`src/rtl/rtc_seq_pkg.sv`:
```
// Shared constants for the RTC sequencer: field register addresses, BCD limits,
// FSM state type and default timing parameters.
package rtc_seq_pkg;

  localparam int         TXN_LEN_DEF     = 256;
  localparam int         GAP_LEN_DEF     = 4;
  localparam logic [7:0] CAPTURE_CYC_DEF = 8'hC0;
  localparam int         NUM_FIELDS      = 6;

  localparam logic [7:0] ADDR_SEC   = 8'h21;
  localparam logic [7:0] ADDR_MIN   = 8'h22;
  localparam logic [7:0] ADDR_HOUR  = 8'h23;
  localparam logic [7:0] ADDR_DATE  = 8'h24;
  localparam logic [7:0] ADDR_MONTH = 8'h25;
  localparam logic [7:0] ADDR_YEAR  = 8'h26;

  localparam logic [7:0] LIM_SEC_LO   = 8'h00, LIM_SEC_HI   = 8'h59;
  localparam logic [7:0] LIM_MIN_LO   = 8'h00, LIM_MIN_HI   = 8'h59;
  localparam logic [7:0] LIM_HOUR_LO  = 8'h00, LIM_HOUR_HI  = 8'h23;
  localparam logic [7:0] LIM_DATE_LO  = 8'h01, LIM_DATE_HI  = 8'h31;
  localparam logic [7:0] LIM_MONTH_LO = 8'h01, LIM_MONTH_HI = 8'h12;
  localparam logic [7:0] LIM_YEAR_LO  = 8'h00, LIM_YEAR_HI  = 8'h99;

  typedef enum logic [1:0] {
    ST_IDLE,
    ST_READ_TXN,
    ST_GAP,
    ST_WRITE_TXN
  } state_e;

  function automatic logic [7:0] field_addr(input logic [2:0] f);
    case (f)
      3'd0:    return ADDR_SEC;
      3'd1:    return ADDR_MIN;
      3'd2:    return ADDR_HOUR;
      3'd3:    return ADDR_DATE;
      3'd4:    return ADDR_MONTH;
      default: return ADDR_YEAR;
    endcase
  endfunction

  function automatic logic [7:0] field_lo(input logic [2:0] f);
    case (f)
      3'd0:    return LIM_SEC_LO;
      3'd1:    return LIM_MIN_LO;
      3'd2:    return LIM_HOUR_LO;
      3'd3:    return LIM_DATE_LO;
      3'd4:    return LIM_MONTH_LO;
      default: return LIM_YEAR_LO;
    endcase
  endfunction

  function automatic logic [7:0] field_hi(input logic [2:0] f);
    case (f)
      3'd0:    return LIM_SEC_HI;
      3'd1:    return LIM_MIN_HI;
      3'd2:    return LIM_HOUR_HI;
      3'd3:    return LIM_DATE_HI;
      3'd4:    return LIM_MONTH_HI;
      default: return LIM_YEAR_HI;
    endcase
  endfunction

endpackage

```
`src/rtl/bcd_step.sv`:
```
// Combinational wrapping BCD increment/decrement within [min_val, max_val].
module bcd_step (
  input  logic [7:0] value,
  input  logic [7:0] min_val,
  input  logic [7:0] max_val,
  input  logic       dir_inc,
  output logic [7:0] next_val
);

  // Out-of-range values (e.g. a cleared date of 00) snap to the wrap target.
  always_comb begin
    next_val = value;
    if (dir_inc) begin
      if ((value >= max_val) || (value < min_val)) next_val = min_val;
      else if (value[3:0] >= 4'd9)                 next_val = {value[7:4] + 4'd1, 4'd0};
      else                                         next_val = {value[7:4], value[3:0] + 4'd1};
    end else begin
      if ((value <= min_val) || (value > max_val)) next_val = max_val;
      else if (value[3:0] == 4'd0)                 next_val = {value[7:4] - 4'd1, 4'd9};
      else                                         next_val = {value[7:4], value[3:0] - 4'd1};
    end
  end

endmodule

```
`src/rtl/rtc_sequencer.sv`:
```
// RTC bus sequencer: sweeps reads of the six time fields and slots in user edits.
// Optional macro RTC_SEQ_BCD_CHECK_EN sanitises invalid captured BCD and adds bcd_err.
//   state        | meaning
//   ST_IDLE      | one cycle after reset before the first read
//   ST_READ_TXN  | reading the field selected by the sweep index
//   ST_GAP       | idle spacing between transactions
//   ST_WRITE_TXN | writing the stepped value of the pending edit field
module rtc_sequencer
  import rtc_seq_pkg::*;
#(
  parameter int         TXN_LEN     = TXN_LEN_DEF,
  parameter int         GAP_LEN     = GAP_LEN_DEF,
  parameter logic [7:0] CAPTURE_CYC = CAPTURE_CYC_DEF
) (
  input  logic       clk,
  input  logic       reset,
  input  logic       edit_inc,
  input  logic       edit_dec,
  input  logic [2:0] field_sel,
  input  logic [7:0] data_vga,
  output logic [7:0] address,
  output logic [7:0] data_write,
  output logic       indicador_maquina,
  output logic       txn_active,
  output logic [7:0] seg,
  output logic [7:0] min,
  output logic [7:0] hora,
  output logic [7:0] dia,
  output logic [7:0] mes,
  output logic [7:0] anio
`ifdef RTC_SEQ_BCD_CHECK_EN
  ,
  output logic       bcd_err
`endif
);

  state_e     state_q, state_d;
  logic [7:0] cnt_q, cnt_d;
  logic [7:0] gap_q, gap_d;
  logic [2:0] sweep_q, sweep_d;
  logic       pend_q, pend_d;
  logic [2:0] pend_field_q, pend_field_d;
  logic       pend_inc_q, pend_inc_d;
  logic [7:0] address_q, address_d;
  logic [7:0] data_write_q, data_write_d;
  logic       ind_q, ind_d;
  logic       active_q, active_d;
  logic [7:0] shadow_q [NUM_FIELDS];
  logic [7:0] shadow_d [NUM_FIELDS];
  logic [7:0] edit_val, step_val, cap_val;
  logic       edit_ok, txn_last;
`ifdef RTC_SEQ_BCD_CHECK_EN
  logic       bcd_err_q, bcd_err_d, cap_bad;
`endif

  bcd_step u_bcd_step (
    .value   (edit_val),
    .min_val (field_lo(pend_field_q)),
    .max_val (field_hi(pend_field_q)),
    .dir_inc (pend_inc_q),
    .next_val(step_val)
  );

  always_comb begin
    edit_val = 8'h00;
    for (int i = 0; i < NUM_FIELDS; i++)
      if (pend_field_q == 3'(i)) edit_val = shadow_q[i];
  end

  assign edit_ok  = (edit_inc ^ edit_dec) && (field_sel < 3'(NUM_FIELDS));
  assign txn_last = (cnt_q == 8'(TXN_LEN - 1));

`ifdef RTC_SEQ_BCD_CHECK_EN
  assign cap_bad = (data_vga[7:4] > 4'd9) || (data_vga[3:0] > 4'd9);
  assign cap_val = cap_bad ? field_lo(sweep_q) : data_vga;
`else
  assign cap_val = data_vga;
`endif

  always_comb begin
    state_d      = state_q;
    cnt_d        = cnt_q + 8'd1;
    gap_d        = gap_q;
    sweep_d      = sweep_q;
    pend_d       = pend_q;
    pend_field_d = pend_field_q;
    pend_inc_d   = pend_inc_q;
    address_d    = address_q;
    data_write_d = data_write_q;
    ind_d        = ind_q;
    active_d     = active_q;
    shadow_d     = shadow_q;
`ifdef RTC_SEQ_BCD_CHECK_EN
    bcd_err_d    = bcd_err_q;
`endif

    if (!pend_q && edit_ok) begin
      pend_d       = 1'b1;
      pend_field_d = field_sel;
      pend_inc_d   = edit_inc;
    end

    case (state_q)
      ST_IDLE: begin
        state_d   = ST_READ_TXN;
        cnt_d     = 8'd0;
        address_d = field_addr(sweep_q);
        ind_d     = 1'b1;
        active_d  = 1'b1;
      end
      ST_READ_TXN: begin
        if (cnt_q == CAPTURE_CYC) begin
          for (int i = 0; i < NUM_FIELDS; i++)
            if (sweep_q == 3'(i)) shadow_d[i] = cap_val;
`ifdef RTC_SEQ_BCD_CHECK_EN
          if (cap_bad) bcd_err_d = 1'b1;
`endif
        end
        if (txn_last) begin
          state_d   = ST_GAP;
          gap_d     = 8'(GAP_LEN - 1);
          address_d = 8'h00;
          ind_d     = 1'b1;
          active_d  = 1'b0;
          sweep_d   = (sweep_q == 3'(NUM_FIELDS - 1)) ? 3'd0 : sweep_q + 3'd1;
        end
      end
      ST_WRITE_TXN: begin
        if (txn_last) begin
          for (int i = 0; i < NUM_FIELDS; i++)
            if (pend_field_q == 3'(i)) shadow_d[i] = data_write_q;
          pend_d    = 1'b0;
          sweep_d   = 3'd0;
          state_d   = ST_GAP;
          gap_d     = 8'(GAP_LEN - 1);
          address_d = 8'h00;
          ind_d     = 1'b1;
          active_d  = 1'b0;
        end
      end
      ST_GAP: begin
        gap_d = gap_q - 8'd1;
        if (gap_q == 8'd0) begin
          cnt_d    = 8'd0;
          active_d = 1'b1;
          if (pend_q) begin
            state_d      = ST_WRITE_TXN;
            address_d    = field_addr(pend_field_q);
            data_write_d = step_val;
            ind_d        = 1'b0;
          end else begin
            state_d   = ST_READ_TXN;
            address_d = field_addr(sweep_q);
            ind_d     = 1'b1;
          end
        end
      end
      default: state_d = ST_IDLE;
    endcase
  end

  always_ff @(posedge clk) begin
    if (reset) begin
      state_q      <= ST_IDLE;
      cnt_q        <= 8'd0;
      gap_q        <= 8'd0;
      sweep_q      <= 3'd0;
      pend_q       <= 1'b0;
      pend_field_q <= 3'd0;
      pend_inc_q   <= 1'b0;
      address_q    <= 8'h00;
      data_write_q <= 8'h00;
      ind_q        <= 1'b1;
      active_q     <= 1'b0;
      shadow_q     <= '{default: 8'h00};
`ifdef RTC_SEQ_BCD_CHECK_EN
      bcd_err_q    <= 1'b0;
`endif
    end else begin
      state_q      <= state_d;
      cnt_q        <= cnt_d;
      gap_q        <= gap_d;
      sweep_q      <= sweep_d;
      pend_q       <= pend_d;
      pend_field_q <= pend_field_d;
      pend_inc_q   <= pend_inc_d;
      address_q    <= address_d;
      data_write_q <= data_write_d;
      ind_q        <= ind_d;
      active_q     <= active_d;
      shadow_q     <= shadow_d;
`ifdef RTC_SEQ_BCD_CHECK_EN
      bcd_err_q    <= bcd_err_d;
`endif
    end
  end

  assign address           = address_q;
  assign data_write        = data_write_q;
  assign indicador_maquina = ind_q;
  assign txn_active        = active_q;
  assign seg  = shadow_q[0];
  assign min  = shadow_q[1];
  assign hora = shadow_q[2];
  assign dia  = shadow_q[3];
  assign mes  = shadow_q[4];
  assign anio = shadow_q[5];
`ifdef RTC_SEQ_BCD_CHECK_EN
  assign bcd_err = bcd_err_q;
`endif

endmodule

```
`config.mk`:
```
export PLATFORM = sky130hd
export DESIGN_NAME = rtc_sequencer
export DESIGN_NICKNAME = d
export VERILOG_FILES = /design/src/rtl/rtc_seq_pkg.sv /design/src/rtl/bcd_step.sv /design/src/rtl/rtc_sequencer.sv
export SDC_FILE = /design/constraint.sdc
export NUM_CORES = 1
export LEC_CHECK = 0
export ABC_CLOCK_PERIOD_IN_PS = 4200
export BUFFER_PORTS_ARGS = -buffer_cell sky130_fd_sc_hd__clkbuf_2
export CORE_AREA = 2 2 116 118
export DETAILED_ROUTE_END_ITERATION = 6
export DIE_AREA = 0 0 118 120
export HOLD_SLACK_MARGIN = 0.03
export MAX_ROUTING_LAYER = met4
export SLEW_MARGIN = 15
export SYNTH_ARGS = -nofsm -noshare
export SYNTH_HDL_FRONTEND = slang
export SYNTH_SLANG_ARGS = --single-unit
```
`constraint.sdc`:
```
create_clock -name clk -period 4.2 [get_ports clk]
set_clock_uncertainty 0.1 [all_clocks]
set_input_delay 0.42 -clock clk [delete_from_list [all_inputs] [get_ports clk]]
set_output_delay 0.42 -clock clk [all_outputs]
set_load 0.03 [all_outputs]
```
==> key figures, run 1 <==
Worst setup path
  • Largest fanout on the critical path: 8
  • Sort of element at the end of the critical path: register
  • Signal arrival time at the worst endpoint: 3980 ps
  • Register-to-register path setup slack: 370 ps
  • Worst r2r path cells: 13
  • Startpoint class of the critical path: register
  • Beginning of the worst register-to-register path: pend_field_q[0]
  • Worst Path Class, Setup: reg -> reg
  • Crit Reg-Reg Endpoint: data_write[2]
  • Critical path data required time: 4350 ps

Timing
  • Crit share post-route: 91.12%
  • Final count of hold timing violations: 0
  • Pin slew with the least headroom to its limit: 1212 ps
  • Worst-case setup margin in the final layout: 373.1 ps
  • Post-route setup TNS: 0 ps
  • Max-slew violation count: 0
  • Timing-limited maximum frequency: 261.3 MHz
  • Final setup violation count: 0
  • Final critical-path required period: 3827 ps
  • Slew headroom: 18.66%
  • RSZ-0062 raised after global routing: no

Logic synthesis
  • Primary FF master, synth: sky130_fd_sc_hd__dfxtp_1
  • Synthesized-area fraction occupied by xor and xnor cells: 2.817%
  • Main area contributors after synthesis: sky130_fd_sc_hd__dfxtp_1, sky130_fd_sc_hd__nor2_1, sky130_fd_sc_hd__mux2i_1
  • Synth cell types: 68
  • Synthesized cell area: 0.004975 sq mm
  • Yosys synthesis warning count: 0
  • Post-synthesis area per instance: 8.277 sq um
  • Fraction of the mapped netlist area in adder cells: 4.527%
  • Dominant combinational cell family by area after synthesis: simple AND/OR/NAND/NOR gates
  • Post-synth EDFFs: 0
  • Leading post-synthesis cells by instance count: sky130_fd_sc_hd__nor2_1, sky130_fd_sc_hd__dfxtp_1, sky130_fd_sc_hd__a21oi_1
  • Proportion of synthesized chip area in sequential cells: 35.01%
  • Synthesized-area fraction occupied by ao, oa, aoi and oai cells: 16.25%
  • Post-Synthesis Cells: 601
  • Top-count cell post-synth: sky130_fd_sc_hd__nor2_1
  • Multiplexer share of the synthesized area: 12.93%
  • Largest area contributor in the synthesized netlist: sky130_fd_sc_hd__dfxtp_1
  • Synth Area in Simple Gates: 22.89%
  • Proportion of synthesized flip-flops having asynchronous set or reset: 0%
  • Synth top area share: 35.01%
  • Synthesis-stage register bit count: 87

Layout
  • Area growth syn-to-layout: 17.00%
  • Net count of the finished layout: 700
  • Antenna diode count: 0
  • Core utilization of the finished layout: 44.84%
  • Fraction of final layout cells sized beyond drive strength 1: 20.39%

Power and ir drop
  • Relative contribution of sequential cells to total power: 44.9%
  • Leakage power figure: 0.002499 uW
  • Proportion of power drawn by the clock network: 44.7%
  • Power Internal: 1378 uW
  • Net switching power figure: 505.0 uW
  • Worst IR Drop VDD: 0.0001506 V
  • Comb power frac: 10.4%
  • Ratio of total power to cell area: 323.5 mW/mm^2
  • Switching fraction of total power: 26.82%

Job
  • Total of max-cap violations: 0

Drt
  • Sum of routed wire length over all layers: 15.10 mm
  • Post-DR vias/cell: 5.593
  • Detailed-route DRC error count: 0
  • TritonRoute pass-1 iters: 5
  • Remaining number of nets flagged by the antenna check after routing: 0
  • Routed len/inst: 17.80 um
  • Overall via count from detail_route: 4743
  • Iter 0 DRT Violations: 424

Clocking
  • CTS Root Buffer Type: sky130_fd_sc_hd__clkbuf_16
  • CTS tree: yes
  • Deepest level of the CTS H-tree: 3
  • Max Root-Sink Buffers: 2
  • Clk_lat worst skew: 350 ps
  • Clock sink total: 87
  • Number of buffers created by CTS: 9
  • CTS clk-pin slew, worst paths: 70 ps

Global route
  • Total congestion overflow: 0
  • Global router's overall resource usage: 22.05%
  • Pin count of the biggest net entering global routing: 49
  • Number of global-route vias before repair: 4588
  • Antenna violations before repair: 0
  • Wire length of the first global-routing pass: 24.12 mm

Floorplan
  • Number of placement rows: 42
  • Core box area: 0.01298 sq mm
  • I/O pin count: 81
  • Starting density of the core: 38.33%
  • Die span in y: 120 um
  • Die outline width: 118 um
  • Floorplan die area: 0.01416 sq mm

Min path
  • Endpoint of the worst hold path: pend_field_q[2]
  • Beginning of the worst hold path: field_sel[2]
  • Type of the most critical hold path: in -> reg
  • Number of cells on the worst hold path: 3

Place
  • Worst setup timing slack at the placement stage: 280.4 ps
  • Final estimated routing congestion in global placement: 0.9758
  • Half-perimeter wire length after placement: 11.43 mm
  • Number of input and output port buffers inserted: 76

Status
  • Status: completed
[power groups by stage]
stage | Clock [uW] | Combinational (uW) | Sequential [uW]
final | 842 | 195 | 846
after global routing | 884 | 214 | 847
after CTS | 855 | 193 | 846
after detailed placement | 0 | 193 | 865
after global placement | 0 | 192 | 864
after floorplan | 0 | 150 | 861
[worst max path at each step]
stage | startpoint | to | cells past startpoint
4_1_cts | pend_field_q[0] | data_write[2] | 13
5_1_grt | pend_field_q[0] | data_write[2] | 13
3_3_place_gp | pend_field_q[1] | data_write[1] | 11
6_report | pend_field_q[0] | data_write[2] | 13
3_5_place_dp | pend_field_q[0] | data_write[2] | 13
2_1_floorplan | pend_field_q[1] | data_write[0] | 12
[flip-flops by register name (all words and copies together) (netlist names), 2 cells and up]
name          count
anio              8
cnt_q             8
data_write        8
dia               8
gap_q             8
hora              8
mes               8
min               8
seg               8
address           3
pend_field_q      3
sweep_q           3
state_q           2
[worst max-delay path, cell delays in order (launching register included)]
cell                       delay (ps)
sky130_fd_sc_hd__dfxtp_1          510
sky130_fd_sc_hd__buf_4            230
sky130_fd_sc_hd__nor2b_1          360
sky130_fd_sc_hd__a32oi_1          160
sky130_fd_sc_hd__and3_1           250
sky130_fd_sc_hd__inv_1            190
sky130_fd_sc_hd__ha_1             280
sky130_fd_sc_hd__o21a_1           170
sky130_fd_sc_hd__a21oi_1          260
sky130_fd_sc_hd__inv_1            110
sky130_fd_sc_hd__o311ai_2         490
sky130_fd_sc_hd__o21a_4           240
sky130_fd_sc_hd__nand3_1           90
sky130_fd_sc_hd__a311oi_1         280
[routing by layer]
metal / up-vias / share of wire [%] / track usage [%]
met5: - / 0 / -
met2: 151 / 47 / 34.30
met1: 2281 / 45 / 29.00
met4: 0 / 2.4 / 8.208
li1: 2280 / - / -
met3: 31 / 5.4 / 3.565
[cell type report]
| class | instances | area, sq um |
|---|---|---|
| Clock buffer | 9 | 225.2 |
| Clock inverter | 7 | 83.83 |
| Fill cell | 1304 | 7159 |
| Inverter | 22 | 82.58 |
| Multi-Input combinational cell | 457 | 2982 |
| Sequential cell | 87 | 1742 |
| Tap cell | 176 | 220.2 |
| Timing Repair Buffer | 90 | 485.5 |
[layout by cell type (no fill, tap or decap), types with 4 or more instances in the layout]
cell,instances
sky130_fd_sc_hd__xnor2_1,11
sky130_fd_sc_hd__nand2_1,26
sky130_fd_sc_hd__nand2b_1,5
sky130_fd_sc_hd__buf_4,14
sky130_fd_sc_hd__a211oi_1,6
sky130_fd_sc_hd__a21oi_1,52
sky130_fd_sc_hd__o211ai_1,5
sky130_fd_sc_hd__nor3_1,39
sky130_fd_sc_hd__clkbuf_16,9
sky130_fd_sc_hd__conb_1,4
sky130_fd_sc_hd__inv_2,4
sky130_fd_sc_hd__clkbuf_2,76
sky130_fd_sc_hd__dfxtp_1,87
sky130_fd_sc_hd__o21ai_0,11
sky130_fd_sc_hd__nor2_1,108
sky130_fd_sc_hd__inv_1,18
sky130_fd_sc_hd__or4_1,5
sky130_fd_sc_hd__nand4_1,4
sky130_fd_sc_hd__nor4b_1,5
sky130_fd_sc_hd__and2_1,6
sky130_fd_sc_hd__o21ai_1,4
sky130_fd_sc_hd__and3_1,6
sky130_fd_sc_hd__xor2_1,5
sky130_fd_sc_hd__nand3_1,17
sky130_fd_sc_hd__ha_1,18
sky130_fd_sc_hd__nor2b_1,5
sky130_fd_sc_hd__mux2_2,13
sky130_fd_sc_hd__mux2i_1,38
sky130_fd_sc_hd__nor3b_1,5
sky130_fd_sc_hd__a311oi_1,5
[what timing repair did]
| item | in CTS | in global routing |
|---|---|---|
| setup buffers | 0 | 0 |
| endpoints found under the setup margin | 0 | 5 |
| hold buffers | 0 | 0 |
| gates resized for setup | 0 | 1 |
[through the flow]
stage               total power (uW)  cell area [sq um]  std cells  hold slack, ps
global placement                1057               5504        832           347.1
detailed placement              1058               5504        832           369.8
floorplan                       1011               4986        604           329.7
global route                    1946               5821        848           239.3
finish                          1883               5821        848           241.7
CTS                             1894               5813        848           228.8
[cells by family (layout without fill, tap and decap cells)]
| kind of cell | count (synthesis) | in the layout |
|---|---|---|
| XOR/XNOR | 16 | 16 |
| AO/OA/AOI/OAI | 120 | 120 |
| adder cells (fa/ha/maj) | 18 | 18 |
| multiplexers | 58 | 58 |
| buffers and inverters | 60 | 128 |
| AND/OR/NAND/NOR | 241 | 241 |
| other | 1 | 4 |
| flip-flops | 87 | 87 |
No activity file was read; power rests on OpenSTA's default activity.
==> run 2: changes to the inputs <==
--- a/config.mk
+++ b/config.mk
@@ -5,7 +5,7 @@
 export SDC_FILE = /design/constraint.sdc
 export NUM_CORES = 1
 export LEC_CHECK = 0
-export ABC_CLOCK_PERIOD_IN_PS = 4200
+export ABC_CLOCK_PERIOD_IN_PS = 3400
 export BUFFER_PORTS_ARGS = -buffer_cell sky130_fd_sc_hd__clkbuf_2
 export CORE_AREA = 2 2 116 118
 export DETAILED_ROUTE_END_ITERATION = 6
==> constraint.sdc (replaced) <==
create_clock -name clk -period 3.4 [get_ports clk]
set_clock_uncertainty 0.1 [all_clocks]
set_input_delay 0.34 -clock clk [delete_from_list [all_inputs] [get_ports clk]]
set_output_delay 0.34 -clock clk [all_outputs]
set_load 0.03 [all_outputs]
==> run 2 against run 1 <==
Sequential share of layout area decreased by 0.95 points. Register-to-register slack lost 200 ps. Clock power increased by 22%. Flip-flop and latch count is the same. Global-route usage is 0.62 points higher. Final cell count is 2.0% higher. Die area unchanged. Power increased by 24%. Clock-buffer cell count unchanged. Routed wire length grew 3.0%. Combinational power increased by 38%. Via count increased by 2.4%. Critical path type unchanged. Critical endpoint is now data_write[3]. Largest cell class unchanged.
==> key figures, run 2 (synthesized netlist as in run 1, its figures left out) <==
Floorplan
  • Die outline width: 118 um (unchanged)
  • Die span in y: 120 um (unchanged)
  • Floorplan die area: 0.01416 sq mm (unchanged)
  • Number of placement rows: 42 (unchanged)
  • Core box area: 0.01298 sq mm (unchanged)
  • I/O pin count: 81 (unchanged)
  • Starting density of the core: 38.33% (unchanged)

Timing
  • Crit share post-route: 95.02% (was 91.12%)
  • Slew headroom: 30.47% (was 18.66%)
  • Pin slew with the least headroom to its limit: 1043 ps (was 1212 ps)
  • Timing-limited maximum frequency: 309.5 MHz (was 261.3 MHz)
  • Final critical-path required period: 3231 ps (was 3827 ps)
  • Post-route setup TNS: 0 ps (unchanged)
  • Final setup violation count: 0 (unchanged)
  • Max-slew violation count: 0 (unchanged)
  • Final count of hold timing violations: 0 (unchanged)
  • RSZ-0062 raised after global routing: no (unchanged)

Worst setup path
  • Register-to-register path setup slack: 170 ps (was 370 ps)
  • Cell Chain, Critical Path: buf_6 -> and3b_2 -> o2bb2ai_2 -> o31ai_4 -> inv_2 -> ha_1 -> nand4_1 -> o21bai_1 -> nand2_1 -> o311ai_4 -> o21a_4 -> or3_1 -> a311oi_2 (was buf_4 -> nor2b_1 -> a32oi_1 -> and3_1 -> inv_1 -> ha_1 -> o21a_1 -> a21oi_1 -> inv_1 -> o311ai_2 -> o21a_4 -> nand3_1 -> a311oi_1)
  • CP max stage cell: sky130_fd_sc_hd__dfxtp_2 (was sky130_fd_sc_hd__dfxtp_1)
  • Signal arrival time at the worst endpoint: 3410 ps (was 3980 ps)
  • Sort of element at the end of the critical path: register (unchanged)
  • Critical path data required time: 3570 ps (was 4350 ps)
  • Worst stage delay on the critical path: 350 ps (was 510 ps)
  • Startpoint class of the critical path: register (unchanged)
  • Largest fanout on the critical path: 18 (was 8)
  • Worst Path Class, Setup: reg -> reg (unchanged)

Global route
  • Number of global-route vias before repair: 4602 (was 4588)
  • Total congestion overflow: 0 (unchanged)
  • Wire length of the first global-routing pass: 24.65 mm (was 24.12 mm)
  • Antenna violations before repair: 0 (unchanged)
  • Global router's overall resource usage: 22.67% (was 22.05%)
  • Pin count of the biggest net entering global routing: 49 (unchanged)

Drt
  • Post-DR vias/cell: 5.615 (was 5.593)
  • Overall via count from detail_route: 4857 (was 4743)
  • Routed len/inst: 17.97 um (was 17.80 um)
  • Sum of routed wire length over all layers: 15.54 mm (was 15.10 mm)
  • Iter 0 DRT Violations: 392 (was 424)
  • Detailed-route DRC error count: 0 (unchanged)
  • Remaining number of nets flagged by the antenna check after routing: 0 (unchanged)
  • TritonRoute pass-1 iters: 5 (unchanged)

Clocking
  • CTS Root Buffer Type: sky130_fd_sc_hd__clkbuf_16 (unchanged)
  • Number of buffers created by CTS: 9 (unchanged)
  • CTS clk-pin slew, worst paths: 70 ps (about the same)
  • Clk_lat worst skew: 360 ps (was 350 ps)
  • Number of setup buffers added after CTS: 0 (unchanged)
  • Max Root-Sink Buffers: 2 (unchanged)
  • Clock sink total: 87 (unchanged)
  • CTS tree: yes (unchanged)
  • Deepest level of the CTS H-tree: 3 (unchanged)

Status
  • Status: completed (unchanged)

Layout
  • Leading cell type in the layout, fill and taps excluded: sky130_fd_sc_hd__nor2_1 (unchanged)
  • Area growth syn-to-layout: 21.00% (was 17.00%)
  • Antenna diode count: 0 (unchanged)
  • Net count of the finished layout: 717 (was 700)
  • # fillers: 1289 (was 1304)
  • Non-filler cells in the finished layout: 865 (was 848)
  • Commonest cells after routing, fill and taps aside: sky130_fd_sc_hd__nor2_1, sky130_fd_sc_hd__dfxtp_1, sky130_fd_sc_hd__clkbuf_2, sky130_fd_sc_hd__a21oi_1, sky130_fd_sc_hd__nor3_1 (unchanged)
  • Fraction of final layout cells sized beyond drive strength 1: 23.80% (was 20.39%)

Place
  • Final estimated routing congestion in global placement: 0.9708 (was 0.9758)
  • Number of input and output port buffers inserted: 76 (unchanged)
  • Half-perimeter wire length after placement: 11.62 mm (was 11.43 mm)
  • Placed Instances: 849 (was 832)

Power and ir drop
  • Ratio of total power to cell area: 388.7 mW/mm^2 (was 323.5 mW/mm^2)
  • Leakage power figure: 0.002579 uW (was 0.002499 uW)
  • Worst IR Drop VDD: 0.0002482 V (was 0.0001506 V)

Job
  • Total of max-cap violations: 0 (unchanged)

Min path
  • Type of the most critical hold path: in -> reg (unchanged)
-- run 2: what timing repair did --
action                                  CTS  global route
endpoints found under the setup margin    1             8
resized for setup                         1            13
pin swaps                                 0             2
hold buffers                              0             0
-- run 2: where the power goes --
group / internal (uW) / leakage [uW] / switching (uW)
combinational: 100 / 0.00173 / 170
sequential: 1030 / 0.000704 / 14.3
clock: 578 / 0.000144 / 448
total: 1710 / 0.00258 / 632
-- run 2: cell type report --
class	instances	area, sq um	area share (%)
clock buffers	9	225.2	3.741
clock inverters	7	82.58	1.372
flip-flops and latches	87	1744	28.98
inverters	22	82.58	1.372
repair buffers	107	629.4	10.46
well taps	176	220.2	3.658
multi-input cells	457	3035	50.43
-- run 2: final timing paths --
check	start	to	depth (start not counted)
worst max register to register	pend_field_q[1]	data_write[3]	13
worst min register to register	cnt_q[0]	cnt_q[0]	1
worst max-delay path	pend_field_q[1]	data_write[3]	13
worst min-delay path	field_sel[0]	pend_field_q[0]	3
-- run 2: critical path, delay by kind of cell, from the launching register on --
family	cells	cell delay, ps
adders and majority gates	1	310
AOI/OAI and AO/OA	6	1240
buffers and inverters	2	280
DFF	1	350
and+or+nand+nor	4	880
-- run 2: per-layer routing --
layer	track usage [%]	wire (um)
met5	-	0
met1	29.95	7010
met2	33.54	7012
met4	10.02	474
met3	4.705	1047
-- run 2: through the flow --
step | total power, uW | hold slack, ps | util [%] | area, sq um | worst slack [ps]
floorplan | 1250 | 329.7 | - | 4994 | 94.69
global placement | 1320 | 347.9 | 43.54 | 5652 | 135.0
detailed placement | 1323 | 353.7 | 43.54 | 5652 | 9.618
CTS | 2347 | 137.6 | 45.99 | 5969 | 21.49
global route | 2433 | 182.8 | 46.38 | 6020 | 2.062
finish | 2340 | 146.1 | 46.38 | 6020 | 169.3
